$ cat src/rtl/pc_fetch_unit.sv
// PC owner and instruction fetch front end for the multicycle core.
// Optional sequential prefetch buffer enabled by defining PC_FETCH_PREFETCH_EN.
module pc_fetch_unit #(
  parameter logic [31:0] RESET_PC = 32'h0000_0000,
  parameter int          AW       = 32
) (
  input  logic          clk,
  input  logic          rst,
  input  logic [AW-1:0] npc_in,
  input  logic          npc_valid,
  output logic [AW-1:0] pc_out,
  output logic [AW-1:0] link_out,
  output logic          imem_req,
  output logic [AW-1:0] imem_addr,
  input  logic          imem_gnt,
  input  logic          imem_rvalid,
  input  logic [31:0]   imem_rdata,
  output logic [31:0]   instr_out,
  output logic          instr_valid,
  output logic          busy
);

  typedef enum logic [1:0] {
    S_BOOT,
    S_REQ,
    S_WAIT,
    S_ISSUE
  } state_t;

  state_t        r_state;
  state_t        w_next;
  logic [AW-1:0] r_pc;
  logic [AW-1:0] w_pc_d;
  logic [31:0]   r_instr;
  logic [31:0]   w_instr_d;
  logic          r_ivalid;
  logic          w_ivalid_d;
  logic          w_req;
  logic [AW-1:0] w_addr;
  logic [AW-1:0] w_link;

  assign w_link = r_pc + {{(AW-1){1'b0}}, 1'b1};

`ifdef PC_FETCH_PREFETCH_EN
  logic          r_pf_req;
  logic          w_pf_req_d;
  logic          r_pf_out;
  logic          w_pf_out_d;
  logic          r_pf_valid;
  logic          w_pf_valid_d;
  logic [31:0]   r_pf_data;
  logic [31:0]   w_pf_data_d;
  logic          r_drain;
  logic          w_drain_d;
  logic          w_seq;
  logic          w_pf_hit;
  logic          w_pf_busy;

  assign w_seq     = (npc_in == w_link);
  assign w_pf_hit  = r_pf_valid | (r_pf_out & imem_rvalid);
  // a response is still owed to us after this cycle
  assign w_pf_busy = (r_pf_out & ~imem_rvalid) | (r_pf_req & imem_gnt);
`endif

  always_comb begin
    w_next     = r_state;
    w_pc_d     = r_pc;
    w_instr_d  = r_instr;
    w_ivalid_d = r_ivalid;
    w_req      = 1'b0;
    w_addr     = r_pc;
`ifdef PC_FETCH_PREFETCH_EN
    w_pf_req_d   = r_pf_req;
    w_pf_out_d   = r_pf_out;
    w_pf_valid_d = r_pf_valid;
    w_pf_data_d  = r_pf_data;
    w_drain_d    = r_drain;
`endif
    unique case (r_state)
      S_BOOT: w_next = S_REQ;
      S_REQ: begin
        w_req = 1'b1;
        if (imem_gnt) w_next = S_WAIT;
      end
      S_WAIT: begin
        if (imem_rvalid) begin
`ifdef PC_FETCH_PREFETCH_EN
          if (r_drain) begin
            w_drain_d = 1'b0;
            w_next    = S_REQ;
          end else begin
            w_instr_d    = imem_rdata;
            w_ivalid_d   = 1'b1;
            w_next       = S_ISSUE;
            w_pf_req_d   = 1'b1;
            w_pf_valid_d = 1'b0;
          end
`else
          w_instr_d  = imem_rdata;
          w_ivalid_d = 1'b1;
          w_next     = S_ISSUE;
`endif
        end
      end
      S_ISSUE: begin
`ifdef PC_FETCH_PREFETCH_EN
        w_req  = r_pf_req;
        w_addr = w_link;
        if (r_pf_req && imem_gnt) begin
          w_pf_req_d = 1'b0;
          w_pf_out_d = 1'b1;
        end
        if (r_pf_out && imem_rvalid) begin
          w_pf_out_d   = 1'b0;
          w_pf_valid_d = 1'b1;
          w_pf_data_d  = imem_rdata;
        end
        if (npc_valid) begin
          w_pc_d = npc_in;
          if (w_seq && w_pf_hit) begin
            w_instr_d    = r_pf_valid ? r_pf_data : imem_rdata;
            w_pf_req_d   = 1'b1;
            w_pf_out_d   = 1'b0;
            w_pf_valid_d = 1'b0;
          end else begin
            w_ivalid_d   = 1'b0;
            w_pf_req_d   = 1'b0;
            w_pf_out_d   = 1'b0;
            w_pf_valid_d = 1'b0;
            if (w_pf_busy) begin
              w_next    = S_WAIT;
              w_drain_d = ~w_seq;
            end else begin
              w_next = S_REQ;
            end
          end
        end
`else
        if (npc_valid) begin
          w_pc_d     = npc_in;
          w_ivalid_d = 1'b0;
          w_next     = S_REQ;
        end
`endif
      end
      default: w_next = S_BOOT;
    endcase
  end

  always_ff @(posedge clk) begin
    if (rst) begin
      r_state  <= S_BOOT;
      r_pc     <= RESET_PC[AW-1:0];
      r_instr  <= 32'h0;
      r_ivalid <= 1'b0;
`ifdef PC_FETCH_PREFETCH_EN
      r_pf_req   <= 1'b0;
      r_pf_out   <= 1'b0;
      r_pf_valid <= 1'b0;
      r_pf_data  <= 32'h0;
      r_drain    <= 1'b0;
`endif
    end else begin
      r_state  <= w_next;
      r_pc     <= w_pc_d;
      r_instr  <= w_instr_d;
      r_ivalid <= w_ivalid_d;
`ifdef PC_FETCH_PREFETCH_EN
      r_pf_req   <= w_pf_req_d;
      r_pf_out   <= w_pf_out_d;
      r_pf_valid <= w_pf_valid_d;
      r_pf_data  <= w_pf_data_d;
      r_drain    <= w_drain_d;
`endif
    end
  end

  assign pc_out      = r_pc;
  assign link_out    = w_link;
  assign imem_req    = w_req;
  assign imem_addr   = w_addr;
  assign instr_out   = r_instr;
  assign instr_valid = r_ivalid;
  assign busy        = (r_state != S_ISSUE);

endmodule

$ cat config.mk
export PLATFORM = sky130hd
export DESIGN_NAME = pc_fetch_unit
export DESIGN_NICKNAME = d
export VERILOG_FILES = /design/src/rtl/pc_fetch_unit.sv
export SDC_FILE = /design/constraint.sdc
export NUM_CORES = 1
export LEC_CHECK = 0
export ABC_AREA = 1
export BUFFER_PORTS_ARGS = -buffer_cell sky130_fd_sc_hd__clkbuf_2
export CORE_MARGIN = 3
export CORE_UTILIZATION = 45
export CTS_CLUSTER_DIAMETER = 60
export CTS_CLUSTER_SIZE = 20
export DETAILED_ROUTE_END_ITERATION = 8
export HOLD_SLACK_MARGIN = 0.06
export PLACE_DENSITY_LB_ADDON = 0.05
export SYNTH_ARGS = -nofsm -noshare
export SYNTH_HDL_FRONTEND = slang
export SYNTH_SLANG_ARGS = --single-unit
$ cat constraint.sdc
create_clock -name clk -period 1.56 [get_ports clk]
set_input_delay 0.156 -clock clk [delete_from_list [all_inputs] [get_ports clk]]
set_output_delay 0.156 -clock clk [all_outputs]
set_load 0.02 [all_outputs]
==> metrics.md <==
| Metric | Value |
|---|---|
| Share of cells above drive strength 1 | 43.1% |
| Die Height | 95.1 microns |
| Post-Syn Area per Cell | 6.89 sq um |
| Routed vias | 4,121 |
| Inserted Clock Buffers | 9 |
| Routability cong. | around 0.9 |
| Top achievable clock speed | 0.528 GHz |
| Worst-path cell chain | nand2_1, nor2_4, nand3b_1, buf_4, xnor2_2, clkbuf_8 |
| Worst clock skew | 0.00692 ns |
| VDD IR-drop max | 0.680 mV |
| WL final | 11.8 mm |
| Deepest clock path buffer count | 2 |
| Finished Cell Area | 0.00568 sq mm |
| Final Hold Slack | just over 0.07 ns |
| Post-synth cell types | 22 |
| Final Critical Period | approximately 1.9 ns |
| Core footprint | 0.00749 sq mm |
| Crit path kind | reg -> out |
| FP Rows | 31 |
| Max layer used | met4 |
| Io pins | 200 |
| Async SR Flop Fraction | 0% |
| Setup crit end kind | primary output |
| Worst r2r src | r_state[0]$_SDFFE_PP0P_ |
| RSZ-0062 raised after global routing | true |
| R2r setup slk | 0.15 ns |
| Synth warn | 0 |
| Status | complete, but fails checks |
| Yosys top cell area share | 37.5% |
| Root Driver | clkbuf_8 |
| Worst relative slew slack | 77.6% |
| Final period util | 121% |
| CTS sink cnt | 67 |
| Grt total ovfl | 0 |
| Post-synthesis sequential element count | 67 |
| Seq/Total Area, Yosys | 37.5% |
| Hold depth | 3 |
| Synthesized area | 0.00357 sq mm |
| H-tree Lvls | 3 |
| Most common cell in the netlist | nor2_1 |
| Worst R2R End | imem_addr[30]$_SDFFE_PP0P_ |
| DP HPWL | 8.43 mm |
| Synth area leaders | dfxtp_1, nor2_1, nand2_1 |
| First-pass GRT wire length | 18.3 mm |
| Leak Pwr | between 2 and 3 nW |
| Detailed Route Iter0 Violations | 145 |
| WHS Endpoint | imem_addr[6]$_SDFFE_PP0P_ |
| DR WL/cell | around 14 microns |
| Worst-margin pin slew | 0.336 ns |
| Area leader, netlist | dfxtp_1 |
| Met3 wire length | 917 microns |
| Layout area overhead | 58.9% |
| PwrDens | 1080 mW/mm^2 |
| Hold Fails Final Rpt | 0 |
| Hold WC Path Type | in -> reg |
| Number of flops mapped to enable cells by yosys | 0 |
| Primary FF master, synth | dfxtp_1 |
| All-Layer GR Usage | 25.6% |
| Vias in the first global route | 3,975 |
| Failing checks | negative setup slack |
| Clock transition at path regs | 0.07 ns |
| Crit-path max FO | 3 |
| DIE AREA | between 0.009 and 0.01 sq mm |
| Worst setup margin | -0.334 ns |
| Die W | 95.1 microns |
| Min-delay src | npc_in[6] |
| DR pass1 iterations | 4 |
| Max incr delay on CP | 0.37 ns |
| Antenna violations before repair | 0 |
| R2R cell count | 5 |
| Post-Syn Instances | between 500 and 600 |
| Vias per cell | 4.79 |
| Placed Instance Area | 0.00475 sq mm |
| Final setup vio count | 29 |
| TritonCTS clock tree | yes |
| Critical Path RT | 1.40 ns |
| Max-Cap Viols | 0 |
| WL met2 | 5.96 mm |
| Antenna Nets Post-Route | 0 |
| Initial Utilization | a little under half |
| Antenna diodes | 0 |
| Later-pin clock latency in the skew report | between 0.3 and 0.4 ns |
| Nets | a little over 800 |
| Post-Syn Nets | 592 |
| Arrival time at the worst endpoint | 1.74 ns |
| CP max-delay cell | dfxtp_1 |
| Crit path launch type | flop |
| Remaining DRCs | 0 |
| Slew Viols, Final | 0 |
| I/O Buffers | a little under 200 |
| Largest net degree at the start of global routing | between 40 and 50 |
| Met1 WL | 4.69 mm |
| Most common library cells after synthesis | nor2_1, nand2_1, dfxtp_1, o21ai_0, buf_4 |
## placed cells by master (no fill, tap or decap), drive strengths merged
cell type and instances:
a21oi 13, buf 58, nand3b 9, dfxtp 67, nor2 153, clkinvlp 1
dlygate4sd3 29, bufinv 1, o21ai 66, clkinv 2, ha 4, nand2 105
nand3 7, inv 30, xnor2 5, xor2 10, or2 1, clkbuf 200
## cell families (layout without fill, tap and decap cells)
| group | Yosys count | count (layout) | synth area share [%] |
|---|---|---|---|
| adder cells (fa/ha/maj) | 4 | 4 | 1.40 |
| AND/OR/NAND/NOR | 275 | 275 | 34.1 |
| flip-flops | 67 | 67 | 37.5 |
| buffers and inverters | 79 | 321 | 11.8 |
| XOR/XNOR | 15 | 15 | 4.10 |
| AO/OA/AOI/OAI | 79 | 79 | 11.1 |
## what timing repair did
item | 4_1_cts | 5_1_grt
endpoints found under the setup margin | 29 | 29
gates resized for setup | 60 | 46
cloned | 0 | 0
hold endpoints to repair | 31 | 0
hold buffers | 29 | 0
pin swaps | 22 | 16
setup buffers | 6 | 5
## worst max-delay path, delay by kind of cell, from the launching register on
kind                   cells  cell delay (ns)
flip-flops                 1             0.37
AND/OR/NAND/NOR            3             0.56
XOR/XNOR                   1             0.12
buffers and inverters      2             0.36
## report_power, final
| group | switching, W | internal, W | total [W] | leakage (nW) |
|---|---|---|---|---|
| Sequential | 0.000242 | 0.00201 | 0.00225 | 0.551 |
| Clock | 0.000714 | 0.000832 | 0.00155 | 0.106 |
| Combinational | 0.00138 | 0.000968 | 0.00235 | 2.18 |
| Total | 0.00234 | 0.00381 | 0.00614 | 2.84 |
## flip-flops by register name (all words and copies together) (netlist names)
signal,cells
imem_addr,32
instr_out,32
r_state,2
instr_valid,1
## metrics by stage
step,power (W),util (%),worst slack (ns),instances,setup TNS [ns]
after floorplan,0.00363,-,0.0213,519,0
after global placement,0.00436,63.4,0.0420,804,0
after detailed placement,0.00440,63.4,-0.00300,804,-0.00300
after CTS,0.00614,74.0,-0.320,855,-7.38
after global routing,0.00650,75.9,-0.417,860,-9.95
final,0.00614,75.9,-0.334,860,-7.08
## worst max path at each step
| stage | start | to | slack (ns) | depth (start not counted) |
|---|---|---|---|---|
| after floorplan | imem_addr[8]$_SDFFE_PP0P_ | link_out[11] | 0.02 | 5 |
| after global placement | imem_addr[0]$_SDFFE_PP0P_ | link_out[18] | 0.04 | 7 |
| after detailed placement | imem_addr[0]$_SDFFE_PP0P_ | link_out[18] | -0.003 | 7 |
| after CTS | imem_addr[1]$_SDFFE_PP0P_ | link_out[28] | -0.32 | 9 |
| after global routing | imem_addr[1]$_SDFFE_PP0P_ | link_out[22] | -0.42 | 9 |
| final | imem_addr[5]$_SDFFE_PP0P_ | link_out[10] | -0.33 | 6 |
## area by class of cell
cell class,instances,area [sq um]
multi-input cells,373,1960
repair buffers,276,1910
fillers,595,1810
flip-flops and latches,67,1370
clock buffers,11,151
well taps,99,124
inverters,29,111
clock inverters,5,60.1
## routing by layer
layer / GRT usage (%) / vias to the layer above
li1: - / 2061
met1: 30.3 / 1860
met2: 44.3 / 180
met3: 7.50 / 20
met4: 8.17 / 0
met5: 0 / -
Note: power is estimated with default switching activity, not from simulation.
